`config.mk`:
```
export PLATFORM = sky130hd
export DESIGN_NAME = fifo_wr_arb
export DESIGN_NICKNAME = d
export VERILOG_FILES = /design/src/rtl/fifo_wr_arb.sv
export SDC_FILE = /design/constraint.sdc
export NUM_CORES = 1
export LEC_CHECK = 0
export ABC_AREA = 1
export CORE_MARGIN = 8
export CORE_UTILIZATION = 30
export CTS_BUF_LIST = sky130_fd_sc_hd__clkbuf_8
export CTS_CLUSTER_DIAMETER = 100
export DETAILED_ROUTE_END_ITERATION = 8
export REMOVE_ABC_BUFFERS = 1
export SETUP_SLACK_MARGIN = 0.02
export SLEW_MARGIN = 20
export SYNTH_ARGS = -nofsm -noshare
export SYNTH_HDL_FRONTEND = slang
export SYNTH_SLANG_ARGS = --single-unit
```
`constraint.sdc`:
```
create_clock -name clk -period 3.8 [get_ports clk]
set_input_delay 0.76 -clock clk [delete_from_list [all_inputs] [get_ports clk]]
set_output_delay 0.76 -clock clk [all_outputs]
set_load 0.01 [all_outputs]
```
`src/rtl/fifo_wr_arb.sv`:
```
// Round-robin arbiter sharing one FIFO write port among N_REQ valid/data/last sources.
// A grant lasts one burst. Priority rotates past the served source after each burst.
module fifo_wr_arb #(
    parameter int N_REQ     = 4,
    parameter int DW        = 8,
    parameter int BURST_MAX = 8
) (
    input  logic                clk,
    input  logic                rst_n,
    input  logic                arb_en,
    input  logic [N_REQ-1:0]    src_valid,
    input  logic [N_REQ*DW-1:0] src_data,
    input  logic [N_REQ-1:0]    src_last,
    output logic [N_REQ-1:0]    src_ready,
    output logic [N_REQ-1:0]    gnt,
    input  logic                fifo_full,
    output logic                fifo_wr_en,
    output logic [DW-1:0]       fifo_wr_data,
    output logic                busy
);

    // state   | meaning
    // S_IDLE  | no grant; picks next valid source from r_ptr when arb_en
    // S_BURST | source r_cur owns the FIFO port until last, cap or gap
    typedef enum logic {S_IDLE, S_BURST} state_t;

    localparam int IW = (N_REQ > 1) ? $clog2(N_REQ) : 1;

    state_t          r_state;
    logic [IW-1:0]   r_cur;
    logic [IW-1:0]   r_ptr;
    logic [7:0]      r_beat;
    logic [N_REQ-1:0] r_gnt;

    logic [DW-1:0]   w_data_arr [N_REQ];
    logic [IW-1:0]   w_idx;
    logic [IW-1:0]   w_pick;
    logic            w_found;
    logic [N_REQ-1:0] w_pick_oh;
    logic [IW-1:0]   w_ptr_next;
    logic            w_cur_valid;
    logic            w_cur_last;
    logic            w_accept;
    logic            w_end;

    for (genvar g = 0; g < N_REQ; g++) begin : g_unpack
        assign w_data_arr[g] = src_data[g*DW +: DW];
    end

    // Walk from the highest offset down so the lowest offset from r_ptr wins.
    always_comb begin
        w_found = 1'b0;
        w_pick  = '0;
        w_idx   = '0;
        for (int k = N_REQ - 1; k >= 0; k--) begin
            w_idx = IW'((int'(r_ptr) + k) % N_REQ);
            if (src_valid[w_idx]) begin
                w_found = 1'b1;
                w_pick  = w_idx;
            end
        end
    end

    assign w_pick_oh   = {{(N_REQ-1){1'b0}}, 1'b1} << w_pick;
    assign w_ptr_next  = (r_cur == IW'(N_REQ - 1)) ? '0 : r_cur + 1'b1;
    assign w_cur_valid = src_valid[r_cur];
    assign w_cur_last  = src_last[r_cur];
    assign w_accept    = (r_state == S_BURST) && w_cur_valid && !fifo_full;

    // A gap wins over a full stall: full only holds the grant while data is waiting.
    assign w_end = (r_state == S_BURST) &&
                   (!w_cur_valid ||
                    (w_accept && (w_cur_last || (r_beat == 8'(BURST_MAX - 1)))));

    assign fifo_wr_en   = w_accept;
    assign fifo_wr_data = w_data_arr[r_cur];
    assign src_ready    = w_accept ? r_gnt : '0;
    assign gnt          = r_gnt;
    assign busy         = (r_state == S_BURST);

    always_ff @(posedge clk or negedge rst_n) begin
        if (!rst_n) begin
            r_state <= S_IDLE;
            r_cur   <= '0;
            r_ptr   <= '0;
            r_beat  <= '0;
            r_gnt   <= '0;
        end else begin
            case (r_state)
                S_IDLE: begin
                    if (arb_en && w_found) begin
                        r_state <= S_BURST;
                        r_cur   <= w_pick;
                        r_gnt   <= w_pick_oh;
                        r_beat  <= '0;
                    end
                end
                S_BURST: begin
                    if (w_end) begin
                        r_state <= S_IDLE;
                        r_gnt   <= '0;
                        r_ptr   <= w_ptr_next;
                        r_beat  <= '0;
                    end else if (w_accept) begin
                        r_beat  <= r_beat + 8'd1;
                    end
                end
                default: begin
                    r_state <= S_IDLE;
                    r_gnt   <= '0;
                end
            endcase
        end
    end

endmodule

```
Yosys cells after proc, flatten, opt, wreduce, memory -nomap -nowiden
Index checks and enable logic that the tools add are counted.
{"block": "word_totals", "reg_bits": 17, "in_bits": 44, "output_inout_bits": 18, "elab_cells": 72}
{"block": "op_classes", "addsub": 5, "n_lt_le_gt_ge": 6, "n_eq_ne": 5, "shifts": 1, "mux": 35, "bitwise": 2, "reduce_logical": 13}
{"operator": "$mux 8", "count": 5}
{"operator": "$bmux 8 s2", "count": 1}
{"operator": "$pmux 8 s2", "count": 1}
{"operator": "$lt 2x3->1 const B", "count": 5}
{"operator": "$bmux 1 s2", "count": 6}
{"operator": "$mux 1", "count": 12}
{"operator": "$mux 4", "count": 3}
{"operator": "$mux 2", "count": 5}
{"operator": "$add 8x1->8 const B", "count": 1}
{"operator": "$eq 8x3->1 const B", "count": 1}
{"operator": "$pmux 4 s2", "count": 1}
{"operator": "$reduce_and 2->1", "count": 4}
{"operator": "$logic_and 1x1->1", "count": 5}
{"operator": "$add 2x1->2 const B", "count": 2}
{"operator": "$add 2x2->2 const B", "count": 2}
{"operator": "$shl 1x2->4 const A", "count": 1}
{"operator": "$ge 3x3->1 const B", "count": 1}
{"operator": "$ne 3x1->1 const B", "count": 1}
{"operator": "$not 2->3", "count": 1}
{"operator": "$eq 2x2->1 const B", "count": 1}
{"operator": "$logic_not 1->1", "count": 2}
{"operator": "$logic_or 1x1->1", "count": 2}
{"operator": "$ne 2x1->1 const B", "count": 1}
{"operator": "$ne 2x2->1 const B", "count": 1}
{"operator": "2 further kinds", "count": 2}

Depth between registers and ports, before layout
{"block": "depth", "ltp_word": 10, "ltp_mapped": 12, "ltp_nobuf": 11}

Worst setup path after synthesis
No wires, ideal clock.
{"block": "synth_timing", "path_type": "input -> output", "from": "input src_valid[0]", "to": "output src_ready[0]", "t_arrival_ps": 1502, "t_required_ps": 3040, "path_slack_ps": 1538, "cell_stages": 6, "path_buffers": 0, "path_cell_list": "inv_1 o21ai_0 nand2_1 nor2_1 nand2_1 nor2_1"}
{"block": "synth_between", "elab_chain_cells": 5}
{"item": "start: declaration", "line_no": "11", "rtl": "input logic [N_REQ-1:0] src_valid,"}
{"item": "$bmux 1 s2", "line_no": "66", "rtl": "assign w_cur_valid = src_valid[r_cur];"}
{"item": "$mux 1 (implied by the code)", "line_no": "66"}
{"item": "$logic_and 1x1->1 (2 in series)", "line_no": "68", "rtl": "assign w_accept = (r_state == S_BURST) && w_cur_valid && !fifo_full;"}
{"item": "$mux 4", "line_no": "77", "rtl": "assign src_ready = w_accept ? r_gnt : '0;"}
{"item": "end: declaration", "line_no": "14", "rtl": "output logic [N_REQ-1:0] src_ready,"}
No other way between the ends. The select of a mux whose other input is x is not followed.

Final worst setup path
Ends and elaborated chain as after synthesis.

==> results.cfg <==
[final_layout]
fillCellCount = 492
drive_above_1_share = 0.0695
multi_input_area_um2 = 880
final_cell_count_no_fill = 369
layout_common_cells = 67 x nand2_1, 61 x clkdlybuf4s50_1, 32 x nor2_1, 32 x inv_1, 27 x nand3_1
n_antenna_cell = 0
design_area_um2 = 2180
fin_util = 0.462
syn2layout_area_growth_pct = 47.7
regArea_um2 = 425
final_common_cell = nand2_1
fin_nets = 349

[critical_path]
crit_type = primary input to output port
reg2reg_depth = 8
cp.arrival_ns = 2.62
crit_fanout = 5
crit_path_end_kind = output port
cp-start-kind = primary input
rrSetupSlack_ns = 1.90
required_ns = 3.04
reg2reg_to = r_beat[6]
reg2reg_from = r_cur[1]

[sta]
rsz0062_at_grt = false
period_minus_slack_ns = 3.38
whs_ns = 0.536
post-route-period-util = 0.888
skew_ns = 0.00306
finalHoldViolations = 0
tightest_slew_ns = 0.785
max_freq_mhz = 296
drv_slew = 0
setup_tns_ns = 0
report.final.setup_viol = 0
fin_ws_ns = 0.425
slew_headroom = 0.475

[pwr]
p_seq_frac = 0.231
comb_power_share = 0.669
total_power_mw = 1.33
peakVddDrop_mv = 0.241
pwr-share-clk = 0.100
p_sw_mw = 0.659
p_per_area_nw_per_um2 = 609
p_leak_nw = 1.06
p_int_mw = 0.671
power.share.switching = 0.496

[die]
rows = 25
die_y_um = 86.2
die_w_um = 86.2
ioPinCount = 62
die-area_um2 = 7430
core_um2 = 4720
start_util = 0.313

[cts]
cts_inserted_buffers = 3
clockRootBuffer = clkbuf_8
cts_max_path_buffers = 2
cts-htree-levels = 1
cts_setup_buffers = 0
cts_sinks = 17
clkTransAtPathRegs_ns = 0.06
cts_tree = built
hold_buffers = 0
cts_resized = 0
insertion_delay_ns = 0.25

[hold_path]
whs_endpoint = gnt[0]
holdCritPathClass = flop to flop
hold-path-cell-count = 2
holdCritStartpoint = gnt[0]

[drt]
route.vias.total = 1656
drt_first_pass_iters = 5
wl_per_cell_um = 12.3
first_iter_violations = 81
vias_per_cell = 4.49
drc = 0
ant_nets = 0
routed_wl_um = 4540

[global_routing]
grt_max_degree = 20
grt.total_usage = 0.127
grt_pass1_vias = 1591
overflow = 0
grt_pass1_wl_um = 7720
grt_antenna_before_repair = 0

[flow_run]
cap_violations = 0

[synth]
synth_warnings = 0
syn_area_um2 = 1480
yosys.cell_types.count = 26
synthCells = 242
avgSynthCellArea_um2 = 6.11
synth-seq-cells = 17
seq_area_frac_synth = 0.288

[place]
dp_hpwl_um = 3570
post-place-ws_ns = 0.409
portBuffers = 61
gp_congestion = 0.820
placedCellCount = 365
placed_area_um2 = 2140

[status]
status = finished, final reports clean
-- per-layer routing --
layer / up-vias / wire [µm] / GRT usage
met3: 2 / 102 / 0.0227
met1: 748 / 2040 / 0.150
met2: 17 / 2390 / 0.235
met4: 0 / 9 / 0.0235
li1: 889 / - / -
met5: - / 0 / 0
-- critical path: stages --
cell and delay [ns]:
clkdlybuf4s50_1 0.49, inv_1 0.06, o21ai_0 0.14, nand2_1 0.16, nor2_1 0.19, nand2_1 0.16
nor2_1 0.12, clkdlybuf4s50_1 0.54
-- sequential cells by signal, indices dropped and copies added, names as in the netlist --
name and count:
r_ptr 2, gnt 4, r_cur 2, busy 1, r_beat 8
-- how the worst max path moves through the flow --
stage,from,to,slack [ns],cells past startpoint
finish,src_valid[0],src_ready[0],0.42,8
floorplan,src_valid[0],src_ready[0],1.53,6
detailed placement,src_valid[0],src_ready[0],0.41,8
global route,src_valid[0],src_ready[2],0.20,8
CTS,src_valid[0],src_ready[0],0.40,8
global placement,src_valid[2],src_ready[3],0.46,8
-- layout make-up --
type,instances,area share
repair buffers,62,0.283
flip-flops and latches,17,0.195
inverters,34,0.0596
clock buffers,3,0.0189
well taps,67,0.0384
clock inverters,1,0.00172
multi-input cells,185,0.403
-- cells in the mapped netlist (all sizes together) --
cell type | number | area share
dfrtp | 17 | 0.29
clkbuf | 2 | 0.0051
o21ai | 25 | 0.092
or2 | 1 | 0.0042
nor3 | 3 | 0.010
a21oi | 3 | 0.010
xor2 | 3 | 0.018
nand3 | 28 | 0.098
o22ai | 8 | 0.034
xnor2 | 1 | 0.0059
buf | 4 | 0.024
ha | 2 | 0.017
nor2 | 33 | 0.086
nand4 | 1 | 0.0042
nand2 | 77 | 0.22
inv | 34 | 0.088
-- power by group through the flow --
| stage | clock network (mW) | registers (mW) | logic, mW |
|---|---|---|---|
| 4_1_cts | 0.141 | 0.307 | 0.898 |
| 6_report | 0.133 | 0.307 | 0.889 |
| 5_1_grt | 0.147 | 0.318 | 1.01 |
| 3_5_place_dp | 0 | 0.310 | 0.895 |
| 3_3_place_gp | 0 | 0.308 | 0.894 |
| 2_1_floorplan | 0 | 0.312 | 0.536 |
-- logic make-up after synthesis --
| kind of cell | count (synthesis) | synth area share |
|---|---|---|
| AOI/OAI and AO/OA | 36 | 0.136 |
| xor gates and xnor gates | 4 | 0.0237 |
| adders and majority gates | 2 | 0.0169 |
| buffers and inverters | 40 | 0.117 |
| DFF | 17 | 0.288 |
| and+or+nand+nor | 143 | 0.418 |
No activity file was read; power rests on OpenSTA's default activity.
